**src/rtl/uart_frame_loader_pkg.sv**
```systemverilog
// Shared definitions for the UART parameter-frame loader and its host-side test model.
package uart_frame_loader_pkg;

    typedef enum logic [1:0] {
        IDLE    = 2'd0,
        PAYLOAD = 2'd1,
        CSUM    = 2'd2,
        COMMIT  = 2'd3
    } state_t;

    localparam logic [7:0] SOF_BYTE    = 8'hAA;
    localparam int         TIMEOUT_DEF = 50000;

endpackage

```
**src/rtl/uart_frame_loader_if.sv**
```systemverilog
// Byte-in / RAM-write-out bundle of the frame loader; slave is the loader, master the host side.
interface uart_frame_loader_if #(
    parameter int ADDR_W = 3
);
    logic [7:0]        rx_data;
    logic              rx_done;
    logic [7:0]        ram_in;
    logic [ADDR_W-1:0] ram_w_addr;
    logic              ram_CS;
    logic              busy;
    logic              load_done;
    logic              frame_err;

    modport master (
        output rx_data, rx_done,
        input  ram_in, ram_w_addr, ram_CS, busy, load_done, frame_err
    );

    modport slave (
        input  rx_data, rx_done,
        output ram_in, ram_w_addr, ram_CS, busy, load_done, frame_err
    );
endinterface

```
**src/rtl/uart_frame_loader_frame_timeout_cnt.sv**
```systemverilog
// Inter-byte idle counter: expired pulses on the clock that would bring the count to TIMEOUT_CYC.
module frame_timeout_cnt
    import uart_frame_loader_pkg::*;
#(
    parameter int TIMEOUT_CYC = TIMEOUT_DEF
) (
    input  logic clk,
    input  logic rst,
    input  logic clr,
    input  logic en,
    output logic expired
);
    localparam int W = $clog2(TIMEOUT_CYC + 1);
    localparam logic [W-1:0] LAST = W'(TIMEOUT_CYC - 1);
    localparam logic [W-1:0] LIMIT = W'(TIMEOUT_CYC);

    logic [W-1:0] cnt;

    // clr outranks the expiry so a byte landing on the boundary clock still counts as in time
    assign expired = en && !clr && (cnt == LAST);

    always_ff @(posedge clk or posedge rst) begin
        if (rst) begin
            cnt <= '0;
        end else if (clr || !en) begin
            cnt <= '0;
        end else if (cnt != LIMIT) begin
            cnt <= cnt + 1'b1;
        end
    end
endmodule

```
**src/rtl/uart_frame_loader.sv**
```systemverilog
// Parses header/payload/checksum frames into a shadow buffer and bursts them to the parameter RAM on a good checksum.
module uart_frame_loader
    import uart_frame_loader_pkg::*;
#(
    parameter int         N_BYTES     = 8,
    parameter int         ADDR_W      = $clog2(N_BYTES),
    parameter logic [7:0] HEADER      = SOF_BYTE,
    parameter int         TIMEOUT_CYC = TIMEOUT_DEF
) (
    input logic             clk,
    input logic             rst,
    uart_frame_loader_if.slave bus
);
    localparam int CNT_W = ADDR_W + 1;
    localparam logic [CNT_W-1:0] LAST = CNT_W'(N_BYTES - 1);

    state_t                  state, state_n;
    logic [CNT_W-1:0]        cnt, cnt_n;
    logic [7:0]              sum, sum_n;
    logic [N_BYTES-1:0][7:0] shadow;
    logic                    shadow_we;
    logic [7:0]              ram_in_n;
    logic [ADDR_W-1:0]       addr_n, nxt_idx;
    logic                    cs_n, busy_n, done_n, err_n;
    logic                    in_frame, expired;

    assign in_frame = (state == PAYLOAD) || (state == CSUM);
    assign nxt_idx  = ADDR_W'(cnt + 1'b1);

    frame_timeout_cnt #(.TIMEOUT_CYC(TIMEOUT_CYC)) u_tmo (
        .clk     (clk),
        .rst     (rst),
        .clr     (bus.rx_done || !in_frame),
        .en      (in_frame),
        .expired (expired)
    );

    always_comb begin
        state_n   = state;
        cnt_n     = cnt;
        sum_n     = sum;
        ram_in_n  = bus.ram_in;
        addr_n    = bus.ram_w_addr;
        cs_n      = 1'b1;
        busy_n    = bus.busy;
        done_n    = 1'b0;
        err_n     = 1'b0;
        shadow_we = 1'b0;
        case (state)
            IDLE: begin
                if (bus.rx_done && bus.rx_data == HEADER) begin
                    state_n = PAYLOAD;
                    busy_n  = 1'b1;
                    cnt_n   = '0;
                    sum_n   = '0;
                end
            end
            PAYLOAD: begin
                if (expired) begin
                    state_n = IDLE;
                    busy_n  = 1'b0;
                    err_n   = 1'b1;
                end else if (bus.rx_done) begin
                    shadow_we = 1'b1;
                    sum_n     = sum + bus.rx_data;
                    cnt_n     = cnt + 1'b1;
                    if (cnt == LAST) state_n = CSUM;
                end
            end
            CSUM: begin
                if (expired || (bus.rx_done && bus.rx_data != sum)) begin
                    state_n = IDLE;
                    busy_n  = 1'b0;
                    err_n   = 1'b1;
                end else if (bus.rx_done) begin
                    // first write is presented straight off the checksum edge
                    state_n  = COMMIT;
                    cnt_n    = '0;
                    cs_n     = 1'b0;
                    addr_n   = '0;
                    ram_in_n = shadow[0];
                end
            end
            COMMIT: begin
                if (cnt == LAST) begin
                    state_n = IDLE;
                    cnt_n   = '0;
                    busy_n  = 1'b0;
                    done_n  = 1'b1;
                end else begin
                    cnt_n    = cnt + 1'b1;
                    cs_n     = 1'b0;
                    addr_n   = nxt_idx;
                    ram_in_n = shadow[nxt_idx];
                end
            end
            default: state_n = IDLE;
        endcase
    end

    always_ff @(posedge clk or posedge rst) begin
        if (rst) begin
            state          <= IDLE;
            cnt            <= '0;
            sum            <= '0;
            bus.ram_in     <= '0;
            bus.ram_w_addr <= '0;
            bus.ram_CS     <= 1'b1;
            bus.busy       <= 1'b0;
            bus.load_done  <= 1'b0;
            bus.frame_err  <= 1'b0;
        end else begin
            state          <= state_n;
            cnt            <= cnt_n;
            sum            <= sum_n;
            bus.ram_in     <= ram_in_n;
            bus.ram_w_addr <= addr_n;
            bus.ram_CS     <= cs_n;
            bus.busy       <= busy_n;
            bus.load_done  <= done_n;
            bus.frame_err  <= err_n;
        end
    end

    // shadow is deliberately left out of reset; it is always refilled before a commit
    always_ff @(posedge clk) begin
        if (shadow_we) shadow[cnt[ADDR_W-1:0]] <= bus.rx_data;
    end
endmodule
```
**src/flat_wrapper.sv**
```systemverilog
// flat-port wrapper written by rule: the top's interface ports become plain ports
module uart_frame_loader_flat import uart_frame_loader_pkg::*;
#(
    parameter int         N_BYTES     = 8,
    parameter int         ADDR_W      = $clog2(N_BYTES),
    parameter logic [7:0] HEADER      = SOF_BYTE,
    parameter int         TIMEOUT_CYC = TIMEOUT_DEF
)
  (clk, rst, bus_rx_data, bus_rx_done, bus_ram_in, bus_ram_w_addr, bus_ram_CS, bus_busy, bus_load_done, bus_frame_err);
  uart_frame_loader_if #(.ADDR_W(ADDR_W)) bus_i ();
  input logic clk;
  input logic rst;
  input wire logic [$bits(bus_i.rx_data)-1:0] bus_rx_data;
  input wire logic [$bits(bus_i.rx_done)-1:0] bus_rx_done;
  output wire logic [$bits(bus_i.ram_in)-1:0] bus_ram_in;
  output wire logic [$bits(bus_i.ram_w_addr)-1:0] bus_ram_w_addr;
  output wire logic [$bits(bus_i.ram_CS)-1:0] bus_ram_CS;
  output wire logic [$bits(bus_i.busy)-1:0] bus_busy;
  output wire logic [$bits(bus_i.load_done)-1:0] bus_load_done;
  output wire logic [$bits(bus_i.frame_err)-1:0] bus_frame_err;
  assign bus_i.rx_data = bus_rx_data;
  assign bus_i.rx_done = bus_rx_done;
  assign bus_ram_in = bus_i.ram_in;
  assign bus_ram_w_addr = bus_i.ram_w_addr;
  assign bus_ram_CS = bus_i.ram_CS;
  assign bus_busy = bus_i.busy;
  assign bus_load_done = bus_i.load_done;
  assign bus_frame_err = bus_i.frame_err;
  uart_frame_loader #(.N_BYTES(N_BYTES), .ADDR_W(ADDR_W), .HEADER(HEADER), .TIMEOUT_CYC(TIMEOUT_CYC)) u_core (.clk(clk), .rst(rst), .bus(bus_i));
endmodule
```
**config.mk**
```make
export PLATFORM = sky130hd
export DESIGN_NAME = uart_frame_loader_flat
export DESIGN_NICKNAME = d
export VERILOG_FILES = /design/src/rtl/uart_frame_loader_pkg.sv /design/src/rtl/uart_frame_loader_if.sv /design/src/rtl/uart_frame_loader_frame_timeout_cnt.sv /design/src/rtl/uart_frame_loader.sv /design/src/flat_wrapper.sv
export SDC_FILE = /design/constraint.sdc
export NUM_CORES = 1
export LEC_CHECK = 0
export CAP_MARGIN = 20
export CORE_ASPECT_RATIO = 0.8
export CORE_MARGIN = 3
export CORE_UTILIZATION = 41
export CTS_BUF_LIST = sky130_fd_sc_hd__clkbuf_8
export CTS_CLUSTER_SIZE = 28
export DETAILED_ROUTE_END_ITERATION = 16
export SYNTH_ARGS = -nofsm -noshare
export SYNTH_HDL_FRONTEND = slang
export SYNTH_SLANG_ARGS = --single-unit
```
**constraint.sdc**
```tcl
create_clock -name clk -period 5.25 [get_ports clk]
set_input_delay 1.3125 -clock clk [delete_from_list [all_inputs] [get_ports clk]]
set_output_delay 1.3125 -clock clk [all_outputs]
set_load 0.02 [all_outputs]
```
==> results of run 1 <==
-- layout make-up --
type / count / area, µm²
Tap cell: 166 / 208
Sequential cell: 109 / 3050
Multi-Input combinational cell: 235 / 1990
Inverter: 13 / 48.8
Timing Repair Buffer: 27 / 278
Clock buffer: 9 / 124
Clock inverter: 7 / 75.1
Fill cell: 1053 / 6140
-- sequential cells by signal, summed over array words and instances, names as in the netlist --
| name | count |
|---|---|
| u_core.bus.ram_w_addr | 3 |
| u_core.bus.frame_err | 1 |
| u_core.shadow | 64 |
| u_core.bus.ram_CS | 1 |
| u_core.bus.busy | 1 |
| u_core.u_tmo.cnt | 16 |
| u_core.sum | 8 |
| u_core.bus.load_done | 1 |
| u_core.state | 2 |
| u_core.bus.ram_in | 8 |
| u_core.cnt | 4 |
-- power by group --
group	switching, mW	leakage, nW	internal, mW
logic	0.654	0.856	0.576
clock network	0.288	0.0949	0.223
registers	0.0916	1.16	1.06
-- metal layers --
metal  vias to the layer above  track usage [%]  part of all wire, %
met4                         0             3.60                 0.68
met3                         7             4.64                  5.0
li1                       1435                -                    -
met5                         -                0                    0
met2                        56             23.7                   45
met1                      1493             22.5                   49
-- worst register-to-register path, stage by stage, from the launching register on --
cell and delay [ns]:
dfrtp_1 0.40, ha_1 0.79, inv_1 0.33, o21ai_2 0.72, mux2_2 0.42
-- kinds of logic (layout without fill, tap and decap cells) --
family,count (synthesis),count (layout),share of synthesized area (%)
AND/OR/NAND/NOR,100,100,10.5
XOR/XNOR,19,19,3.59
multiplexers,40,40,12.4
AO/OA/AOI/OAI,60,60,7.91
buffers and inverters,24,56,2.47
adder cells (fa/ha/maj),16,16,4.03
flip-flops,109,109,59.1
-- cell usage after synthesis, types with 12 or more instances --
library cell  count
a21oi_1          20
nand2_1          22
xor2_1           12
ha_1             15
edfxtp_1         64
mux2i_1          12
nor2_1           35
dfrtp_1          44
mux4_2           16
inv_1            13
o21ai_0          12
-- per-stage QoR --
stage,instances,area (µm²),utilization [%],setup slack [ns],total power [mW]
final,566,5780,48.5,1.78,2.89
after global routing,566,5780,48.5,1.65,3.10
after CTS,565,5760,48.3,1.83,2.92
after detailed placement,549,5560,46.6,1.41,2.41
after global placement,549,5560,46.6,1.49,2.38
after floorplan,368,5160,-,2.32,2.10
-- final timing paths --
path | endpoint | cells after the start
worst max-delay path | u_core.sum[7]$_DFFE_PP0P_ | 7
worst min-delay path | u_core.sum[3]$_DFFE_PP0P_ | 2
worst max register to register | u_core.bus.ram_w_addr[0]$_DFFE_PP0P_ | 4
worst min register to register | u_core.sum[3]$_DFFE_PP0P_ | 2
max in group asynchronous | u_core.bus.ram_CS$_DFF_PP1_ | 3
min in group asynchronous | u_core.u_tmo.cnt[8]$_DFFE_PP0P_ | 2
==> results by group, run 1 <==
Outcome
  • Run status: finished, final reports clean

Power and ir drop
  • Leakage: 2.11 nW
  • Max IR drop VDD: 204 µV
  • PwrDens: 500 nW/µm²

Die
  • Initial core utilization: 43.3%
  • Core area: 11,900 µm²
  • Chip width: 131 µm
  • Die ar.: 14,000 µm²
  • Row Count: 35
  • Ports: 26
  • Die Y-Extent: 106 µm

Detailed routing
  • Initial DRC count: 171
  • Vias post-DR: 2,991
  • Drt pass-1 iters: 4
  • DRC viols: 0
  • Drt via density: 5.28
  • DR WL/cell: 17.7 µm
  • Routed Antenna Nets: 0
  • DRT Wirelength: 10,000 µm

Synth
  • Mapped Cells: 368
  • Synth top area share: 37.2%
  • Ys flop type: edfxtp_1
  • Synth warn: 0
  • Synth Register Bits: 109
  • Register area share after synthesis: 59.1%
  • Async SR Flop Fraction: 41.3%
  • Mapped Area: 5160 µm²
  • Post-synth EDFFs: 64
  • Post-synth cell types: 59
  • Biggest area consumer among synthesized cells: edfxtp_1
  • Syn nets: 395
  • Syn Area/Cell: 14.0 µm²
  • Ranking of synthesized cells by area: edfxtp_1 37%, dfrtp_1 21%, mux4_2 7.0%

Worst setup path
  • CP delay by family, top: compound AO/OA/AOI/OAI gates
  • Startpoint types: primary input
  • RR Startpoint: u_core.state[1]$_DFFE_PP0P_
  • Critical path endpoint category: flop
  • CP arrival: 3.74 ns
  • Largest fanout on the critical path: 11
  • Crit. Startpoint: bus_rx_data[1]
  • Flop2flop setup slack: 2.49 ns
  • Slowest stage delay, CP: 0.76 ns
  • Slowest CP cell: clkdlybuf4s50_1
  • Critical path, cell by cell: clkdlybuf4s50_1, ha_1, a211oi_1, o21ai_0, o41ai_1, a311oi_1, a21o_1
  • CP bufs+invs: 1
  • Worst Path Class, Setup: in2reg
  • Critical Path RT: 5.52 ns

CTS
  • Post-CTS Setup Bufs: 0
  • CTS resizes: 0
  • Root buffer cell: clkbuf_8
  • CTS Hold Bufs: 0
  • Clock sink count: 109
  • Latest clock arrival within the worst-skew pair: 0.37 ns
  • CTS buffer count: 9
  • H-tree levels: 3
  • Clock Tree Buf Depth: 2
  • Clock-pin transition on the worst setup and hold timing paths: 0.10 ns
  • CTS tree: done

Finish
  • Area Growth Syn to Fin: 11.9%
  • Final #Nets: 422
  • Commonest non-fill, non-tap cell in the layout: edfxtp_1
  • Commonest cells after routing, fill and taps aside: 64 x edfxtp_1, 44 x dfrtp_1, 35 x nor2_1
  • Layout cell share with drive strength beyond 1: 15.5%
  • Antenna diodes: 0

Timing
  • Slew margin rel.: 34.8%
  • Setup_tns: 0 ns
  • Final hold violations: 0
  • Final worst path period share: 66.1%
  • Worst-Margin Slew: 0.975 ns
  • WHS: 0.495 ns
  • Min Tclk post-route: 3.47 ns
  • RSZ-0062 raised after global routing: false
  • Clk_skew: 0.00787 ns
  • Slew Limit Fails: 0
  • Fmax: 0.288 GHz
  • Setup violators final: 0

Placement
  • Final HPWL DP: 6740 µm
  • Port bufs: 25
  • GP Congestion: 0.787

Worst hold path
  • Hold_sp: u_core.sum[3]$_DFFE_PP0P_
  • Hold Path Class: reg2reg

GRT
  • Tot GR Track Use: 15.7%
  • Initial antenna violation count: 0
  • First-pass GRT wire length: 16,900 µm
  • Vias in the first global route: 3,074
  • Global route overflow: 0
  • Largest net degree at the start of global routing: 46

Job
  • Max Cap Violations: 0
Power figures use the tool's default switching activity.
==> run 2: changes to the inputs <==
==> constraint.sdc (replaced) <==
create_clock -name clk -period 2.95 [get_ports clk]
set_input_delay 0.7375 -clock clk [delete_from_list [all_inputs] [get_ports clk]]
set_output_delay 0.7375 -clock clk [all_outputs]
set_load 0.02 [all_outputs]
==> run 2 against run 1 <==
Worst setup slack got worse by 1.4 ns. Clock power increased by 68%. Die area did not move. Total power up 80%. Highest routed layer unchanged. Count of clock-buffer cells in the layout did not move. Sequential share of layout area decreased by 1.9 points. Register-to-register slack lost 2.0 ns. Combinational power rose by 87%. Flip-flop and latch count unchanged.
==> results by group, run 2 (same netlist as run 1, synthesis figures left out) <==
Outcome
  • Run status: finished, final reports clean

Timing
  • Min Tclk post-route: 2.60 ns
  • Final hold violations: 0
  • Clk_skew: 0.0134 ns
  • RSZ-0062 raised after global routing: false
  • Fmax: 0.384 GHz
  • Setup violators final: 0
  • Final worst slack: 0.349 ns
  • Slew margin rel.: 44.4%
  • Slew Limit Fails: 0
  • Worst-Margin Slew: 0.833 ns
  • Setup_tns: 0 ns
  • Final worst path period share: 88.2%

Placement
  • Final HPWL DP: 7180 µm
  • Dpl ws: -0.0612 ns
  • GP Congestion: 0.827
  • Port bufs: 25

Finish
  • Area Growth Syn to Fin: 16.2%
  • Antenna diodes: 0
  • Layout cell share with drive strength beyond 1: 21.7%
  • Commonest cells after routing, fill and taps aside: 64 x edfxtp_1, 44 x dfrtp_1, 36 x buf_4
  • Final #Nets: 456
  • Largest register FFs: 64
  • Commonest non-fill, non-tap cell in the layout: edfxtp_1

GRT
  • Largest net degree at the start of global routing: 23
  • First-pass GRT wire length: 16,600 µm
  • Global route overflow: 0
  • Vias in the first global route: 3,121
  • Initial antenna violation count: 0
  • Tot GR Track Use: 15.2%

CTS
  • Latest clock arrival within the worst-skew pair: 0.38 ns
  • CTS buffer count: 9
  • H-tree levels: 3
  • Clock sink count: 109
  • Post-CTS Setup Bufs: 0
  • CTS Hold Bufs: 0
  • Root buffer cell: clkbuf_8
  • CTS tree: done
  • Clock Tree Buf Depth: 2
  • Clock-pin transition on the worst setup and hold timing paths: 0.10 ns
  • CTS resizes: 0

Die
  • Die Y-Extent: 106 µm
  • Chip width: 131 µm
  • Die ar.: 14,000 µm²
  • Row Count: 35
  • Ports: 26
  • Core area: 11,900 µm²
  • Initial core utilization: 43.3%

Power and ir drop
  • Max IR drop VDD: 338 µV
  • Leakage: 2.28 nW
  • PwrDens: 866 nW/µm²

Worst setup path
  • Critical Path RT: 3.21 ns
  • Largest fanout on the critical path: 11
  • Crit. Startpoint: bus_rx_data[0]
  • Reg2Reg Depth: 5
  • Critical R2R Capture: u_core.bus.ram_in[3]$_DFFE_PP0P_
  • CP arrival: 2.86 ns
  • Startpoint types: primary input
  • CP endpoint: u_core.bus.ram_in[6]$_DFFE_PP0P_
  • RR Startpoint: u_core.cnt[1]$_DFFE_PP0P_
  • Flop2flop setup slack: 0.53 ns
  • Worst Path Class, Setup: in2reg
  • Critical path endpoint category: flop

Detailed routing
  • DRC viols: 0
  • Drt pass-1 iters: 7
  • Drt via density: 5.17
  • Routed Antenna Nets: 0
  • DRT Wirelength: 10,100 µm
  • DR WL/cell: 16.9 µm
  • Vias post-DR: 3,104
  • Initial DRC count: 193

Job
  • Max Cap Violations: 0

Worst hold path
  • Hold Path Class: reg2reg
==> run 2: routing by layer <==
metal | global-route usage [%] | wire, µm | vias up
met5 | 0 | 0 | -
met4 | 3.37 | 59 | 0
met3 | 4.35 | 586 | 6
met2 | 24.0 | 4680 | 70
met1 | 21.2 | 4790 | 1540
li1 | - | - | 1488
==> run 2: worst min-delay path by stage <==
stage,start,cells after the start,end
6_report,u_core.sum[3]$_DFFE_PP0P_,2,u_core.sum[3]$_DFFE_PP0P_
3_3_place_gp,u_core.sum[5]$_DFFE_PP0P_,2,u_core.sum[5]$_DFFE_PP0P_
4_1_cts,u_core.sum[3]$_DFFE_PP0P_,2,u_core.sum[3]$_DFFE_PP0P_
3_5_place_dp,u_core.sum[3]$_DFFE_PP0P_,2,u_core.sum[3]$_DFFE_PP0P_
2_1_floorplan,u_core.sum[2]$_DFFE_PP0P_,2,u_core.sum[2]$_DFFE_PP0P_
5_1_grt,u_core.sum[2]$_DFFE_PP0P_,2,u_core.sum[2]$_DFFE_PP0P_
==> run 2: power breakdown <==
part / internal, mW / total (mW) / switching (mW)
Clock: 0.321 / 0.859 / 0.539
Sequential: 1.88 / 2.03 / 0.159
Combinational: 1.12 / 2.30 / 1.17
==> run 2: critical path, stage by stage <==
cell             delay, ns
clkdlybuf4s50_1       0.48
ha_1                  0.37
nor4_4                0.28
nand3_2               0.17
o22ai_2               0.22
o21ai_2               0.24
mux2_4                0.36
==> run 2: layout make-up <==
| class | count | area, µm² |
|---|---|---|
| flip-flops and latches | 109 | 3050 |
| well taps | 166 | 208 |
| repair buffers | 61 | 520 |
| clock buffers | 9 | 124 |
| inverters | 13 | 48.8 |
| clock inverters | 7 | 62.6 |
| fillers | 1037 | 5920 |
| multi-input cells | 235 | 1980 |
==> run 2: through the flow <==
stage          hold slack, ns  std cells  util, %  total power [mW]  instance area (µm²)
6_report                0.499        600     50.3              5.19                 6000
5_1_grt                 0.540        600     50.3              5.55                 6000
2_1_floorplan           0.454        368        -              3.74                 5160
4_1_cts                 0.504        600     50.3              5.26                 6000
3_5_place_dp            0.481        584     48.8              4.39                 5810
3_3_place_gp            0.470        584     48.8              4.36                 5810
==> run 3: changes to the inputs <==
--- a/config.mk
+++ b/config.mk
@@ -9,7 +9,7 @@
 export CORE_ASPECT_RATIO = 0.8
 export CORE_MARGIN = 3
 export CORE_UTILIZATION = 41
-export CTS_BUF_LIST = sky130_fd_sc_hd__clkbuf_8
+export CTS_BUF_LIST = sky130_fd_sc_hd__clkbuf_2 sky130_fd_sc_hd__clkbuf_4 sky130_fd_sc_hd__clkbuf_8
 export CTS_CLUSTER_SIZE = 28
 export DETAILED_ROUTE_END_ITERATION = 16
 export SYNTH_ARGS = -nofsm -noshare
==> run 3 against run 2 <==
Die area did not move. Via count barely moved. Combinational power barely moved. Count of clock-buffer cells in the layout rose by 1. First-iteration DRC count did not move. Clock skew barely moved. Largest cell class unchanged.
==> results by group, run 3 (same netlist as run 1, synthesis figures left out) <==
Detailed routing
  • Met2 routed WL: 4660 µm
  • DR WL/cell: 16.9 µm
  • Metal-1 WL: 4760 µm
  • DRC viols: 0
  • Drt pass-1 iters: 6
  • Highest metal used: met4
  • DRT Wirelength: 10,100 µm
  • Routed Antenna Nets: 0
  • Drt via density: 5.18
  • WL met3: 629 µm
  • Initial DRC count: 193
  • Vias post-DR: 3,107

Power and ir drop
  • PwrDens: 867 nW/µm²
  • P_int: 3.33 mW
  • Sw frac: 35.9%
  • Comb power frac: 44.1%
  • Clock power share: 16.8%
  • Seq pwr share: 39.1%
  • Max IR drop VDD: 337 µV
  • Switching power: 1.87 mW
  • Leakage: 2.27 nW

CTS
  • Root buffer cell: clkbuf_8
  • Latest clock arrival within the worst-skew pair: 0.38 ns
  • CTS Hold Bufs: 0
  • CTS tree: done
  • CTS resizes: 0
  • Clock Tree Buf Depth: 2
  • Clock-pin transition on the worst setup and hold timing paths: 0.10 ns
  • Post-CTS Setup Bufs: 0
  • CTS buffer count: 9
  • H-tree levels: 3
  • Clock sink count: 109

Finish
  • Final #Nets: 456
  • Antenna diodes: 0
  • Design area: 6000 µm²
  • Commonest cells after routing, fill and taps aside: 64 x edfxtp_1, 44 x dfrtp_1, 36 x buf_4
  • FILL cells: 1,037
  • Area Growth Syn to Fin: 16.3%
  • Layout cell share with drive strength beyond 1: 21.9%
  • Largest register FFs: 64
  • Commonest non-fill, non-tap cell in the layout: edfxtp_1

GRT
  • First-pass GRT wire length: 16,600 µm
  • Tot GR Track Use: 15.2%
  • Global route overflow: 0
  • Vias in the first global route: 3,121
  • Initial antenna violation count: 0
  • Largest net degree at the start of global routing: 23

Die
  • Chip width: 131 µm
  • Ports: 26
  • Die Y-Extent: 106 µm
  • Die ar.: 14,000 µm²
  • Core area: 11,900 µm²
  • Initial core utilization: 43.3%
  • Row Count: 35

Worst setup path
  • Critical path endpoint category: flop
  • Worst Path Class, Setup: in2reg
  • Largest fanout on the critical path: 11
  • Startpoint types: primary input
  • Critical Path RT: 3.21 ns
  • Reg2Reg Depth: 5
  • CP arrival: 2.86 ns

Timing
  • WHS: 0.499 ns
  • Final worst path period share: 88.2%
  • Clk_skew: 0.0134 ns
  • Fmax: 0.384 GHz
  • Slew Limit Fails: 0
  • Worst-Margin Slew: 0.814 ns
  • Min Tclk post-route: 2.60 ns
  • Setup violators final: 0
  • Setup_tns: 0 ns
  • RSZ-0062 raised after global routing: false
  • Final hold violations: 0
  • Slew margin rel.: 45.7%

Placement
  • Final HPWL DP: 7180 µm
  • Port bufs: 25
  • Placed instance area: 5810 µm²
  • GP Congestion: 0.827

Outcome
  • Run status: finished, final reports clean

Worst hold path
  • Depth of the worst hold-timing path: 2
  • Hold Path Class: reg2reg

Job
  • Max Cap Violations: 0
## run 3: changes by cell type in the layout (fill, tap and decap cells not counted), sizes merged
| cell | change |
|---|---|
| inv | -1 |
| clkbuf | +1 |
## run 3: stage by stage
stage	std cells	setup slack, ns	power (mW)	util [%]
finish	600	0.349	5.20	50.4
global route	600	0.226	5.56	50.4
CTS	600	0.333	5.27	50.4
detailed placement	584	-0.0612	4.39	48.8
global placement	584	-0.0569	4.36	48.8
floorplan	368	0.598	3.74	-
## run 3: power groups by stage
stage,Clock (mW),Combinational [mW],Sequential [mW]
after global routing,0.957,2.53,2.07
final,0.872,2.30,2.03
after floorplan,0,1.61,2.13
after global placement,0,2.30,2.06
after detailed placement,0,2.32,2.07
after CTS,0.902,2.33,2.04
## run 3: layout make-up
cell class	instances	area (µm²)	share of cell area, %
Sequential cell	109	3050	50.8
Multi-Input combinational cell	235	1980	33.1
Timing Repair Buffer	61	520	8.68
Tap cell	166	208	3.46
Clock buffer	10	131	2.19
Clock inverter	6	58.8	0.980
Inverter	13	48.8	0.813
## run 3: final timing paths
path,start,end,slack [ns]
worst min register to register,u_core.sum[3]$_DFFE_PP0P_,u_core.sum[3]$_DFFE_PP0P_,0.50
min in group asynchronous,rst,u_core.u_tmo.cnt[0]$_DFFE_PP0P_,0.64
worst max register to register,u_core.cnt[1]$_DFFE_PP0P_,u_core.bus.ram_in[3]$_DFFE_PP0P_,0.54
worst min-delay path,u_core.sum[3]$_DFFE_PP0P_,u_core.sum[3]$_DFFE_PP0P_,0.50
max in group asynchronous,rst,u_core.bus.ram_CS$_DFF_PP1_,1.68
worst max-delay path,bus_rx_data[0],u_core.bus.ram_in[6]$_DFFE_PP0P_,0.35
## run 3: critical path, stage by stage
cell             delay (ns)
clkdlybuf4s50_1        0.48
ha_1                   0.37
nor4_4                 0.28
nand3_2                0.17
o22ai_2                0.22
o21ai_2                0.24
mux2_4                 0.36
## run 3: layer usage
layer  vias up  track usage [%]
met2        71             24.0
met4         0             3.37
met1      1541             21.2
met3         6             4.35
met5         -                0
li1       1489                -
